### config.mk
export PLATFORM = sky130hd
export DESIGN_NAME = hazard_ctrl
export DESIGN_NICKNAME = d
export VERILOG_FILES = /design/src/rtl/mips_defs.sv /design/src/rtl/load_use_detect.sv /design/src/rtl/hazard_ctrl.sv
export SDC_FILE = /design/constraint.sdc
export NUM_CORES = 1
export LEC_CHECK = 0
export CAP_MARGIN = 25
export CORE_MARGIN = 8
export CORE_UTILIZATION = 35
export DETAILED_ROUTE_END_ITERATION = 7
export GPL_ROUTABILITY_DRIVEN = 1
export SLEW_MARGIN = 25
export SYNTH_ARGS = -nofsm -noshare
export SYNTH_HDL_FRONTEND = slang
export SYNTH_SLANG_ARGS = --single-unit
export TNS_END_PERCENT = 100
### constraint.sdc
create_clock -name clk -period 2.3 [get_ports clk]
set_input_delay 0.46 -clock clk [delete_from_list [all_inputs] [get_ports clk]]
set_output_delay 0.46 -clock clk [all_outputs]
set_load 0.01 [all_outputs]
### src/rtl/mips_defs.sv
// Shared definitions for the 5-stage MIPS core: hazard FSM encodings,
// architectural constants and default hazard-controller parameters.
package mips_defs;

  typedef enum logic [1:0] {
    HZ_RUN        = 2'd0,
    HZ_LOAD_STALL = 2'd1,
    HZ_MDU_WAIT   = 2'd2
  } hz_state_e;

  localparam logic [4:0] REG_ZERO    = 5'd0;
  localparam int         MDU_LAT_DEF = 4;
  localparam int         PERF_W_DEF  = 16;

endpackage

### src/rtl/load_use_detect.sv
// Load-use dependency check between the load in EX and the instruction in ID.
module load_use_detect
  import mips_defs::*;
(
  input  logic       ex_mem_read_i,
  input  logic [4:0] ex_rt_i,
  input  logic [4:0] id_rs_i,
  input  logic [4:0] id_rt_i,
  input  logic       id_uses_rt_i,
  output logic       load_use_o
);

  logic rs_hit, rt_hit;

  assign rs_hit = (ex_rt_i == id_rs_i);
  // rt only matters when ID actually sources it (e.g. not the lw/addi target)
  assign rt_hit = id_uses_rt_i && (ex_rt_i == id_rt_i);

  // $0 is hardwired, so a load into it carries no dependency
  assign load_use_o = ex_mem_read_i && (ex_rt_i != REG_ZERO) && (rs_hit || rt_hit);

endmodule

### src/rtl/hazard_ctrl.sv
// Front-end hazard controller: load-use stall, taken-branch squash, MDU wait
// bubbles and a saturating count of bubble cycles.
module hazard_ctrl
  import mips_defs::*;
#(
  parameter int MDU_LAT = MDU_LAT_DEF,
  parameter int PERF_W  = PERF_W_DEF
) (
  input  logic              clk,
  input  logic              reset,
  input  logic [4:0]        id_rs,
  input  logic [4:0]        id_rt,
  input  logic              id_uses_rt,
  input  logic              id_mdu_op,
  input  logic              ex_mem_read,
  input  logic [4:0]        ex_rt,
  input  logic              ex_branch_taken,
  output logic              pc_write,
  output logic              ifid_write,
  output logic              ifid_flush,
  output logic              bubble,
  output logic              mdu_busy,
  output logic [PERF_W-1:0] perf_stalls
);

  localparam int               CNT_W    = $clog2(MDU_LAT) + 1;
  localparam logic [CNT_W-1:0] CNT_LOAD = CNT_W'(MDU_LAT - 1);

  hz_state_e         state_q, state_d;
  logic [CNT_W-1:0]  cnt_q, cnt_d;
  logic [PERF_W-1:0] perf_q, perf_d;
  logic              load_use;

  load_use_detect u_lud (
    .ex_mem_read_i (ex_mem_read),
    .ex_rt_i       (ex_rt),
    .id_rs_i       (id_rs),
    .id_rt_i       (id_rt),
    .id_uses_rt_i  (id_uses_rt),
    .load_use_o    (load_use)
  );

  always_comb begin
    state_d    = state_q;
    cnt_d      = cnt_q;
    pc_write   = 1'b1;
    ifid_write = 1'b1;
    ifid_flush = 1'b0;
    bubble     = 1'b0;
    mdu_busy   = 1'b0;
    unique case (state_q)
      HZ_RUN: begin
        if (ex_branch_taken) begin
          // flush also kills any dependent instruction, so no load stall
          ifid_flush = 1'b1;
          bubble     = 1'b1;
        end else if (load_use) begin
          pc_write   = 1'b0;
          ifid_write = 1'b0;
          bubble     = 1'b1;
          state_d    = HZ_LOAD_STALL;
        end else if (id_mdu_op) begin
          cnt_d   = CNT_LOAD;
          state_d = HZ_MDU_WAIT;
        end
      end
      HZ_LOAD_STALL: state_d = HZ_RUN;
      HZ_MDU_WAIT: begin
        pc_write   = 1'b0;
        ifid_write = 1'b0;
        bubble     = 1'b1;
        mdu_busy   = 1'b1;
        if (cnt_q == '0) state_d = HZ_RUN;
        else             cnt_d   = cnt_q - CNT_W'(1);
      end
      default: state_d = HZ_RUN;
    endcase
    if (reset) begin
      pc_write   = 1'b0;
      ifid_write = 1'b0;
      ifid_flush = 1'b1;
      bubble     = 1'b1;
      mdu_busy   = 1'b0;
    end
  end

  always_comb begin
    perf_d = perf_q;
    if (bubble && (perf_q != '1)) perf_d = perf_q + PERF_W'(1);
  end

  always_ff @(posedge clk) begin
    if (reset) begin
      state_q <= HZ_RUN;
      cnt_q   <= '0;
      perf_q  <= '0;
    end else begin
      state_q <= state_d;
      cnt_q   <= cnt_d;
      perf_q  <= perf_d;
    end
  end

  assign perf_stalls = perf_q;

endmodule

==> metrics.txt, run 1 <==
async set-or-reset flop fraction in the synthesized netlist=0%; number of nets with antenna violations after detailed routing=0; placed cell area=between 1500 and 2000 um2; maximum buffer depth of the clock tree=2; Num Clock Sinks=21; count of standard-cell rows=22; Routed Wire Length=just under 4000 um; Placeable Area=between 3000 and 4000 um2; Die Area=around 6000 um2; hold bufs inserted after CTS=0; via count of the routed design=approximately 1400; TritonCTS clock tree=built; buffers added on ports=between 40 and 50; Mapped Nets=around 180; area grow syn2layout=54.3%; post-route cell area=2010 um2; highest clock rate=between 400 and 500 MHz; Pins Over Slew Limit=0; run status=finished clean; mapped cell area=1300 um2; Worst R2R End=perf_stalls[7]$_SDFFE_PP0P_; clock latency on the worst-skew pair=0.26 ns; number of DRC violations after detailed-routing iteration 0=60; worst path cell trace=buf_6 > or4_4 > o21a_4 > a31o_4 > a21oi_2 > buf_2; actual transition at the worst max-transition pin=0.454 ns; worst path required time=1.84 ns; worst-path fanout max=3; count of flip-flops with a built-in enable after synthesis=0; sum of negative setup slack=0 ns; top cell type's share of synthesized area=roughly a third; via count of the first global-routing pass=1513; delay contributed by the slowest stage of the critical path=approximately 0.53 ns; Max Clock Skew=between 0.001 and 0.0015 ns; RSZ-0062 raised after global routing=no; CP max stage cell=or4_4; worst hold path type=flip-flop to flip-flop; Total Nets Final=240; Post-Synthesis Mean Instance Area=~8.6 um2; sequential-to-total area share from yosys stat=about 32%; Rel. slew slack=69.6%; launching point of the worst reg2reg path=perf_stalls[0]$_SDFFE_PP0P_; number of instances in the synthesized netlist=152; total of warnings raised by yosys=0; global-route wire length before repair=between 6000 and 7000 um; Top FF cell, synth=dfxtp_1; Die X-Extent=77.0 um; crit share post-route=~100%; total CTS buffers=3; count of inserted antenna diode cells=0; first-pass detailed-route iteration total=5; maximum number of pins on one net before global-route repair=22; top cells by instance count after synthesis=21 x dfxtp_1, 14 x a21oi_1, 10 x nand3_1, 10 x xnor2_1, 9 x nand2_1; Vias per Instance=between 5 and 6; origin of the worst setup path=ex_rt[1]; endpoint class of the critical path=primary output; top cells by area, synth=dfxtp_1 32%, xnor2_1 6.7%, a21oi_1 5.4%, o31ai_1 4.6%, or4_1 4.0%; initial core utilization=35.9%; depth of the worst register-to-register path=8; register bit count reported by yosys=21; dominant cell type by area after synthesis=dfxtp_1; crit path to=pc_write; worst IR drop on VDD=roughly 0.22 mV; leakage power figure=approximately 0.76 nW; count of cell types in the netlist=42; count of max-cap constraint violations=0; minimum clock period after layout=about 2.3 ns; register-to-register setup slack=0.17 ns; data arrival time at the worst-slack endpoint=between 1.5 and 2 ns; dominant delay contributor by cell family on the critical path=compound AO/OA/AOI/OAI gates; remaining global-route overflow=0; count of cell instances traversed by the critical path=6; Final Setup Violations=0; detailed-route wire length per cell=roughly 15 um; top-count cell post-synth=dfxtp_1; Clock Pin Slew Worst Setup and Hold Paths=0.08 ns; fill cell total of the finished layout=356; Clock Root Buffer=clkbuf_8; count of buffer and inverter cells on the critical path=2; final hold violation count=0; share of layout cells above drive strength 1=around 25%; global placer's final weighted congestion=~0.8; # IOs=42; GRT Overall Usage=a little over an eighth; CP startpoint kind=input port; maximum level of the CTS H-tree=1; post-route worst hold slack=around 0.51 ns; classification of the worst setup path=input port to primary output; power density cells=about 430 nW/um2; final routed DRC violation total=0; placed wire-length estimate=~2900 um; antenna violations before repair=0; Die Y=just under 80 um
## per-stage QoR
step	cells	power, mW	util, %	setup slack (ns)
6_report	263	0.868	55.4	0.0324
5_1_grt	263	0.918	55.4	0.00190
4_1_cts	261	0.866	54.3	0.00171
3_5_place_dp	251	0.602	51.2	-0.797
3_3_place_gp	251	0.594	51.2	-0.791
2_1_floorplan	152	0.496	-	0.0652
## per-layer routing
metal	up-vias	global-route usage, %	wire, um
met5	-	0	0
met2	33	23.9	2040
met3	6	3.61	188
met1	657	14.9	1630
li1	695	-	-
met4	0	3.21	38
## cell families after synthesis
family	synth area share, %
buffers and inverters	4.61
muxes	1.92
and+or+nand+nor	25.5
adders and majority gates	2.88
DFF	32.2
AOI/OAI and AO/OA	24.8
xor gates and xnor gates	8.06
## layout make-up
| class | count | area (um2) | share of cell area, % |
|---|---|---|---|
| multi-input combinational | 120 | 900 | 44.7 |
| clock buffer | 3 | 41.3 | 2.05 |
| clock inverter | 1 | 5.00 | 0.249 |
| timing repair buffer | 64 | 563 | 28.0 |
| tap | 48 | 60.1 | 2.99 |
| inverter | 6 | 22.5 | 1.12 |
| sequential | 21 | 420 | 20.9 |
## cell usage in the layout, fill, tap and decap left out, drive strengths merged
cell	Yosys	layout
buf	3	29
clkdlybuf4s50	0	22
dfxtp	21	21
a21oi	14	14
nand2	9	10
nand3	10	10
xnor2	10	10
dlygate4sd2	0	9
nor2	8	8
o21ai	8	8
o31ai	8	8
or4	8	8
inv	6	6
or3	5	5
clkbuf	3	5
nor3	3	3
nand2b	3	3
ha	3	3
and4	3	3
and3	3	3
nor2b	2	2
and2	2	2
xor2	2	2
dlymetal6s2s	0	2
o21a	2	2
a31o	2	2
a211oi	2	2
a311oi	2	2
nand4	1	1
o22ai	1	1
a21boi	1	1
o221ai	1	1
a221oi	1	1
or2	1	1
a22oi	1	1
mux2i	1	1
a31oi	1	1
mux2	1	1
clkinv	0	1
## what timing repair did
item	CTS	global route
hold endpoints to repair	0	0
buffers inserted	5	2
pin swaps	16	11
gates cloned	1	0
setup endpoints to repair	17	10
resized for setup	48	9
## worst min path at each step
stage                                             from                           end  slack, ns  cells past startpoint
final                      perf_stalls[9]$_SDFFE_PP0P_   perf_stalls[9]$_SDFFE_PP0P_       0.51                      2
after global routing       perf_stalls[6]$_SDFFE_PP0P_   perf_stalls[6]$_SDFFE_PP0P_       0.54                      2
after CTS                 perf_stalls[15]$_SDFFE_PP0P_  perf_stalls[15]$_SDFFE_PP0P_       0.51                      2
after detailed placement  perf_stalls[15]$_SDFFE_PP0P_  perf_stalls[15]$_SDFFE_PP0P_       0.50                      2
after global placement           cnt_q[0]$_SDFFE_PP0P_         cnt_q[0]$_SDFFE_PP0P_       0.47                      1
after floorplan                  cnt_q[0]$_SDFFE_PP0P_         cnt_q[0]$_SDFFE_PP0P_       0.46                      1
## power by group
group          internal, mW  switching, mW  total (mW)
Clock                 0.121          0.129       0.250
Combinational         0.125          0.107       0.232
Sequential            0.374         0.0120       0.386
Total                 0.620          0.248       0.868
## flip-flops by register name (all words and copies together), names as in the netlist
name / flops
state_q: 2
cnt_q: 3
perf_stalls: 16
## worst min-delay path: cells and delay by family (launching register included)
family | cells | cell delay [ns]
DFF | 1 | 0.34
AOI/OAI and AO/OA | 2 | 0.12
Note: power is estimated with default switching activity, not from simulation.
==> run 2: changes to the inputs <==
--- a/config.mk
+++ b/config.mk
@@ -10,6 +10,7 @@
 export CORE_UTILIZATION = 35
 export DETAILED_ROUTE_END_ITERATION = 7
 export GPL_ROUTABILITY_DRIVEN = 1
+export PLACE_DENSITY = 0.66
 export SLEW_MARGIN = 25
 export SYNTH_ARGS = -nofsm -noshare
 export SYNTH_HDL_FRONTEND = slang
==> constraint.sdc (replaced) <==
create_clock -name clk -period 2 [get_ports clk]
set_input_delay 0.4 -clock clk [delete_from_list [all_inputs] [get_ports clk]]
set_output_delay 0.4 -clock clk [all_outputs]
set_load 0.01 [all_outputs]
==> metrics.txt, run 2 (synthesis results as in run 1) <==
delay contributed by the slowest stage of the critical path=0.52 ns (was 0.53 ns); final routed DRC violation total=0 (unchanged); crit share post-route=107%; worst IR drop on VDD=0.325 mV (was 0.225 mV); count of max-cap constraint violations=0 (unchanged); maximum level of the CTS H-tree=1 (unchanged); data arrival time at the worst-slack endpoint=1.74 ns (was 1.81 ns); share of layout cells above drive strength 1=27.5% (was 25.1%); GRT Overall Usage=12.1% (was 13.2%); Total Nets Final=243 (was 240); highest clock rate=approximately 470 MHz; number of nets with antenna violations after detailed routing=0 (unchanged); remaining global-route overflow=0 (unchanged); violations in the final reports=setup timing; leading cell types in the layout, fill and taps excluded=24 x buf_4, 21 x clkdlybuf4s50_1, 20 x dfxtp_1, 13 x dlygate4sd2_1, 12 x a21oi_1 (was 22 x clkdlybuf4s50_1, 21 x dfxtp_1, 21 x buf_4, 13 x a21oi_1); Largest register FFs=16 (unchanged); Routed Wire Length=3690 um (was 3890 um); actual transition at the worst max-transition pin=0.443 ns (was 0.454 ns); global-route wire length before repair=6190 um (was 6750 um); worst-path fanout max=2 (was 3); worst path required time=1.60 ns (was 1.84 ns); clock latency on the worst-skew pair=0.26 ns (about the same); maximum buffer depth of the clock tree=2 (unchanged); Die Area=5930 um2 (unchanged); maximum number of pins on one net before global-route repair=21 (was 22); PnR worst setup slack=-0.136 ns (was 0.0324 ns); Rel. slew slack=70.4% (was 69.6%); filler-free cell count of the finished design=266 (was 263); endpoint class of the critical path=primary output (unchanged); placed cell area=1940 um2 (was 1860 um2); Vias per Instance=5.31 (was 5.29); Worst Min Path Start=perf_stalls[15]$_SDFFE_PP0P_ (was perf_stalls[9]$_SDFFE_PP0P_); final hold violation count=0 (unchanged); Pins Over Slew Limit=0 (unchanged); post-route worst hold slack=0.504 ns (was 0.509 ns); depth of the worst register-to-register path=8 (unchanged); antenna violations before repair=0 (unchanged); worst path cell trace=buf_2 > or4_4 > o21a_4 > a31o_4 > a21oi_4 > buf_6 (was buf_6 > or4_4 > o21a_4 > a31o_4 > a21oi_2 > buf_2); post-route cell area=2050 um2 (was 2010 um2); register-to-register setup slack=0.10 ns (was 0.17 ns); Die Y=77.0 um (unchanged); sum of negative setup slack=-0.390 ns (was 0 ns); placed cell count=259 (was 251); most common cell after layout, fill and taps aside=buf_4 (was clkdlybuf4s50_1); TritonCTS clock tree=built (unchanged); via count of the routed design=1412 (was 1391); leakage power figure=0.762 nW (was 0.756 nW); hold-critical path endpoint=perf_stalls[15]$_SDFFE_PP0P_ (was perf_stalls[9]$_SDFFE_PP0P_); via count of the first global-routing pass=1439 (was 1513); Overall Power=0.989 mW (was 0.868 mW); total CTS buffers=3 (unchanged); first-pass detailed-route iteration total=5 (unchanged); CP startpoint kind=input port (unchanged); global placer's final weighted congestion=0.834 (was 0.799); Die X-Extent=77.0 um (unchanged); area grow syn2layout=57.4% (was 54.3%); CP max stage cell=or4_4 (unchanged); count of inserted antenna diode cells=0 (unchanged); number of DRC violations after detailed-routing iteration 0=51 (was 60); Worst R2R End=perf_stalls[6]$_SDFFE_PP0P_ (was perf_stalls[7]$_SDFFE_PP0P_); detailed-route wire length per cell=13.9 um (was 14.8 um); buffers added on ports=41 (unchanged); run status=finished with violations (was finished clean); Clock Root Buffer=clkbuf_8 (unchanged); count of standard-cell rows=22 (unchanged); RSZ-0062 raised after global routing=yes (was no); Max Clock Skew=0.00185 ns (was 0.00122 ns); power density cells=482 nW/um2 (was 432 nW/um2); worst hold path type=flip-flop to flip-flop (unchanged); Placeable Area=3630 um2 (unchanged); Final Setup Violations=4 (was 0); Num Clock Sinks=21 (unchanged); initial core utilization=35.9% (unchanged); Clock Pin Slew Worst Setup and Hold Paths=0.08 ns (about the same); # IOs=42 (unchanged); launching point of the worst reg2reg path=perf_stalls[0]$_SDFFE_PP0P_ (unchanged); placed wire-length estimate=2910 um (was 2850 um); number of cells traversed by the worst hold path=2 (unchanged); hold bufs inserted after CTS=0 (unchanged); classification of the worst setup path=input port to primary output (unchanged); minimum clock period after layout=about 2.1 ns
[run 2: cell types whose count changed in the layout (fill, tap and decap cells not counted), moves of 2 or more]
cell,previous run,this run
clkbuf_2,2,0
dlygate4sd2_1,9,13
dlymetal6s2s_1,2,0
buf_4,21,24
[run 2: how the worst max path moves through the flow]
stage | to | start | depth (start not counted) | slack (ns)
after floorplan | pc_write | ex_rt[1] | 5 | -0.06
after global placement | ifid_write | ex_rt[3] | 6 | -0.91
after detailed placement | ifid_write | ex_rt[3] | 6 | -0.93
after CTS | ifid_write | ex_rt[2] | 6 | -0.16
after global routing | pc_write | ex_rt[0] | 8 | -0.19
final | ifid_write | ex_rt[1] | 6 | -0.14
[run 2: cell type report]
class                           count  area [um2]
Timing Repair Buffer               68         592
Multi-Input combinational cell    119         911
Fill cell                         335        1580
Sequential cell                    21         422
Clock buffer                        4        45.0
Tap cell                           48        60.1
Inverter                            6        22.5
[run 2: layer usage]
| layer | vias up | GRT usage, % | part of all wire [%] |
|---|---|---|---|
| met2 | 26 | 23.8 | 55 |
| li1 | 702 | - | - |
| met3 | 4 | 4.08 | 5.0 |
| met4 | 0 | 2.08 | 0.30 |
| met5 | - | 0 | 0 |
| met1 | 680 | 11.8 | 40 |
[run 2: power by group]
part | switching, mW | internal (mW) | leakage [nW]
Combinational | 0.125 | 0.147 | 0.569
Clock | 0.135 | 0.142 | 0.0228
Sequential | 0.00964 | 0.430 | 0.171
[run 2: critical path: cells and delay by family]
kind / cells / cell delay, ns
AND/OR/NAND/NOR: 1 / 0.52
buffers and inverters: 2 / 0.23
AO/OA/AOI/OAI: 3 / 0.59
[run 2: what timing repair did]
action,CTS,global route
pin swaps,14,5
resized for setup,50,11
setup buffers,3,0
setup endpoints to repair,24,15
[run 2: stage by stage]
stage / worst slack (ns) / utilization [%]
floorplan: -0.0613 / -
CTS: -0.165 / 55.4
detailed placement: -0.927 / 53.3
finish: -0.136 / 56.5
global placement: -0.912 / 53.3
global route: -0.192 / 56.5
==> run 3: changes to the inputs <==
--- a/config.mk
+++ b/config.mk
@@ -6,6 +6,7 @@
 export NUM_CORES = 1
 export LEC_CHECK = 0
 export CAP_MARGIN = 25
+export CORE_ASPECT_RATIO = 0.8
 export CORE_MARGIN = 8
 export CORE_UTILIZATION = 35
 export DETAILED_ROUTE_END_ITERATION = 7
==> metrics.txt, run 3 (synthesis results as in run 1) <==
Overall Power=1.02 mW (was 0.989 mW); maximum level of the CTS H-tree=1 (unchanged); dominant delay contributor by cell family on the critical path=compound AO/OA/AOI/OAI gates (unchanged); count of standard-cell rows=20 (was 22); Die Y=70.6 um (was 77.0 um); crit share post-route=108% (was 107%); via count of the first global-routing pass=1530 (was 1439); number of nets with antenna violations after detailed routing=0 (unchanged); count of max-cap constraint violations=0 (unchanged); number of DRC violations after detailed-routing iteration 0=67 (was 51); post-route cell area=2120 um2 (was 2050 um2); detailed-route wire length per cell=16.4 um (was 13.9 um); share of layout cells above drive strength 1=30.5% (was 27.5%); antenna violations before repair=0 (unchanged); Num Clock Sinks=21 (unchanged); Largest register FFs=16 (unchanged); final hold violation count=0 (unchanged); count of cell instances traversed by the critical path=6 (unchanged); data arrival time at the worst-slack endpoint=1.75 ns (was 1.74 ns); sum of negative setup slack=-0.494 ns (was -0.390 ns); depth of the worst register-to-register path=6 (was 8); # IOs=42 (unchanged); maximum buffer depth of the clock tree=2 (unchanged); Vias per Instance=5.48 (was 5.31); Max Clock Skew=0.00423 ns (was 0.00185 ns); worst path cell trace=buf_6 > or4_4 > o21a_4 > a31o_4 > a21oi_4 > buf_6 (was buf_2 > or4_4 > o21a_4 > a31o_4 > a21oi_4 > buf_6); final routed DRC violation total=0 (unchanged); run status=finished with violations (unchanged); post-route worst hold slack=0.497 ns (was 0.504 ns); placed cell area=1950 um2 (was 1940 um2); global-route wire length before repair=7070 um (was 6190 um); core utilization of the finished layout=57.6% (was 56.5%); first-pass detailed-route iteration total=4 (was 5); leakage power figure=0.802 nW (was 0.762 nW); via count of the routed design=1447 (was 1412); Total Nets Final=245 (was 243); register-to-register setup slack=0.08 ns (was 0.10 ns); Die X-Extent=84.2 um (was 77.0 um); actual transition at the worst max-transition pin=0.329 ns (was 0.443 ns); GRT Overall Usage=14.0% (was 12.1%); cell type with the highest occurrence count on the critical path=buf_6; remaining global-route overflow=0 (unchanged); classification of the worst setup path=input port to primary output (unchanged); minimum clock period after layout=2.15 ns (was 2.14 ns); violations in the final reports=setup timing (unchanged); global placer's final weighted congestion=0.853 (was 0.834); fill cell total of the finished layout=336 (was 335); TritonCTS clock tree=built (unchanged); worst-path fanout max=2 (unchanged); sequential cell area=422 um2 (unchanged); PnR worst setup slack=-0.153 ns (was -0.136 ns); Clock Root Buffer=clkbuf_8 (unchanged); worst hold path type=flip-flop to flip-flop (unchanged); placed cell count=258 (was 259); CP max stage cell=or4_4 (unchanged); most common cell after layout, fill and taps aside=buf_4 (unchanged); count of buffer and inverter cells on the critical path=2 (unchanged); highest clock rate=464 MHz (was 468 MHz); clock latency on the worst-skew pair=0.26 ns (about the same); leading cell types in the layout, fill and taps excluded=23 x buf_4, 21 x clkdlybuf4s50_1, 20 x dfxtp_1, 11 x a21oi_1, 11 x dlygate4sd2_1 (was 24 x buf_4, 21 x clkdlybuf4s50_1, 20 x dfxtp_1, 13 x dlygate4sd2_1, 12 x a21oi_1); Final Setup Violations=9 (was 4); initial core utilization=35.4% (was 35.9%); endpoint class of the critical path=primary output (unchanged); Pins Over Slew Limit=0 (unchanged); total CTS buffers=3 (unchanged); count of inserted antenna diode cells=0 (unchanged); placed wire-length estimate=3270 um (was 2910 um); Placeable Area=3680 um2 (was 3630 um2); buffers added on ports=41 (unchanged); Setup WS pre-CTS=-0.962 ns (was -0.927 ns); number of cells traversed by the worst hold path=1 (was 2); hold bufs inserted after CTS=0 (unchanged); area grow syn2layout=62.6% (was 57.4%); CP startpoint kind=input port (unchanged); filler-free cell count of the finished design=264 (was 266); RSZ-0062 raised after global routing=yes (unchanged); maximum number of pins on one net before global-route repair=22 (was 21); worst IR drop on VDD=0.349 mV (was 0.325 mV); Clock Pin Slew Worst Setup and Hold Paths=0.08 ns (about the same); worst path required time=1.60 ns (about the same); power density cells=479 nW/um2 (was 482 nW/um2); Routed Wire Length=4340 um (was 3690 um); delay contributed by the slowest stage of the critical path=0.53 ns (was 0.52 ns); Rel. slew slack=77.8% (was 70.4%); total area of multi-input combinational cells=946 um2 (was 911 um2); Die Area=5950 um2 (was 5930 um2)
[run 3: worst reg2reg max path, delay by kind of cell, from the launching register on]
| kind | cells | cell delay [ns] |
|---|---|---|
| and+or+nand+nor | 4 | 0.98 |
| DFF | 1 | 0.45 |
| AOI/OAI and AO/OA | 2 | 0.42 |
[run 3: cell type report]
type	instances	share of cell area [%]
Clock buffer	4	2.13
Inverter	6	1.06
Multi-Input combinational cell	119	44.6
Sequential cell	21	19.9
Tap cell	44	2.60
Timing Repair Buffer	70	29.7
[run 3: per-layer routing]
metal	track usage, %	part of all wire (%)
met1	16.1	45
met2	24.7	49
met3	3.44	5.8
met4	4.21	0.78
met5	0	0
[run 3: final timing paths]
kind                             endpoint                        start
max                            ifid_write                     ex_rt[4]
min                 cnt_q[0]$_SDFFE_PP0P_        cnt_q[0]$_SDFFE_PP0P_
max reg2reg  perf_stalls[13]$_SDFFE_PP0P_  perf_stalls[2]$_SDFFE_PP0P_
min reg2reg         cnt_q[0]$_SDFFE_PP0P_        cnt_q[0]$_SDFFE_PP0P_
[run 3: report_power, final]
group          leakage, nW  internal [mW]  switching (mW)
Combinational        0.609          0.160           0.135
Sequential           0.171          0.430         0.00950
Clock               0.0228          0.142           0.140
Total                0.802          0.732           0.284
[run 3: what timing repair did]
action / in CTS / in global routing
gates resized for setup: 62 / 10
endpoints found under the setup margin: 24 / 20
pin swaps: 29 / 7
endpoints found under the hold margin: 0 / 0
setup buffers: 2 / 0
gates cloned: 0 / 0
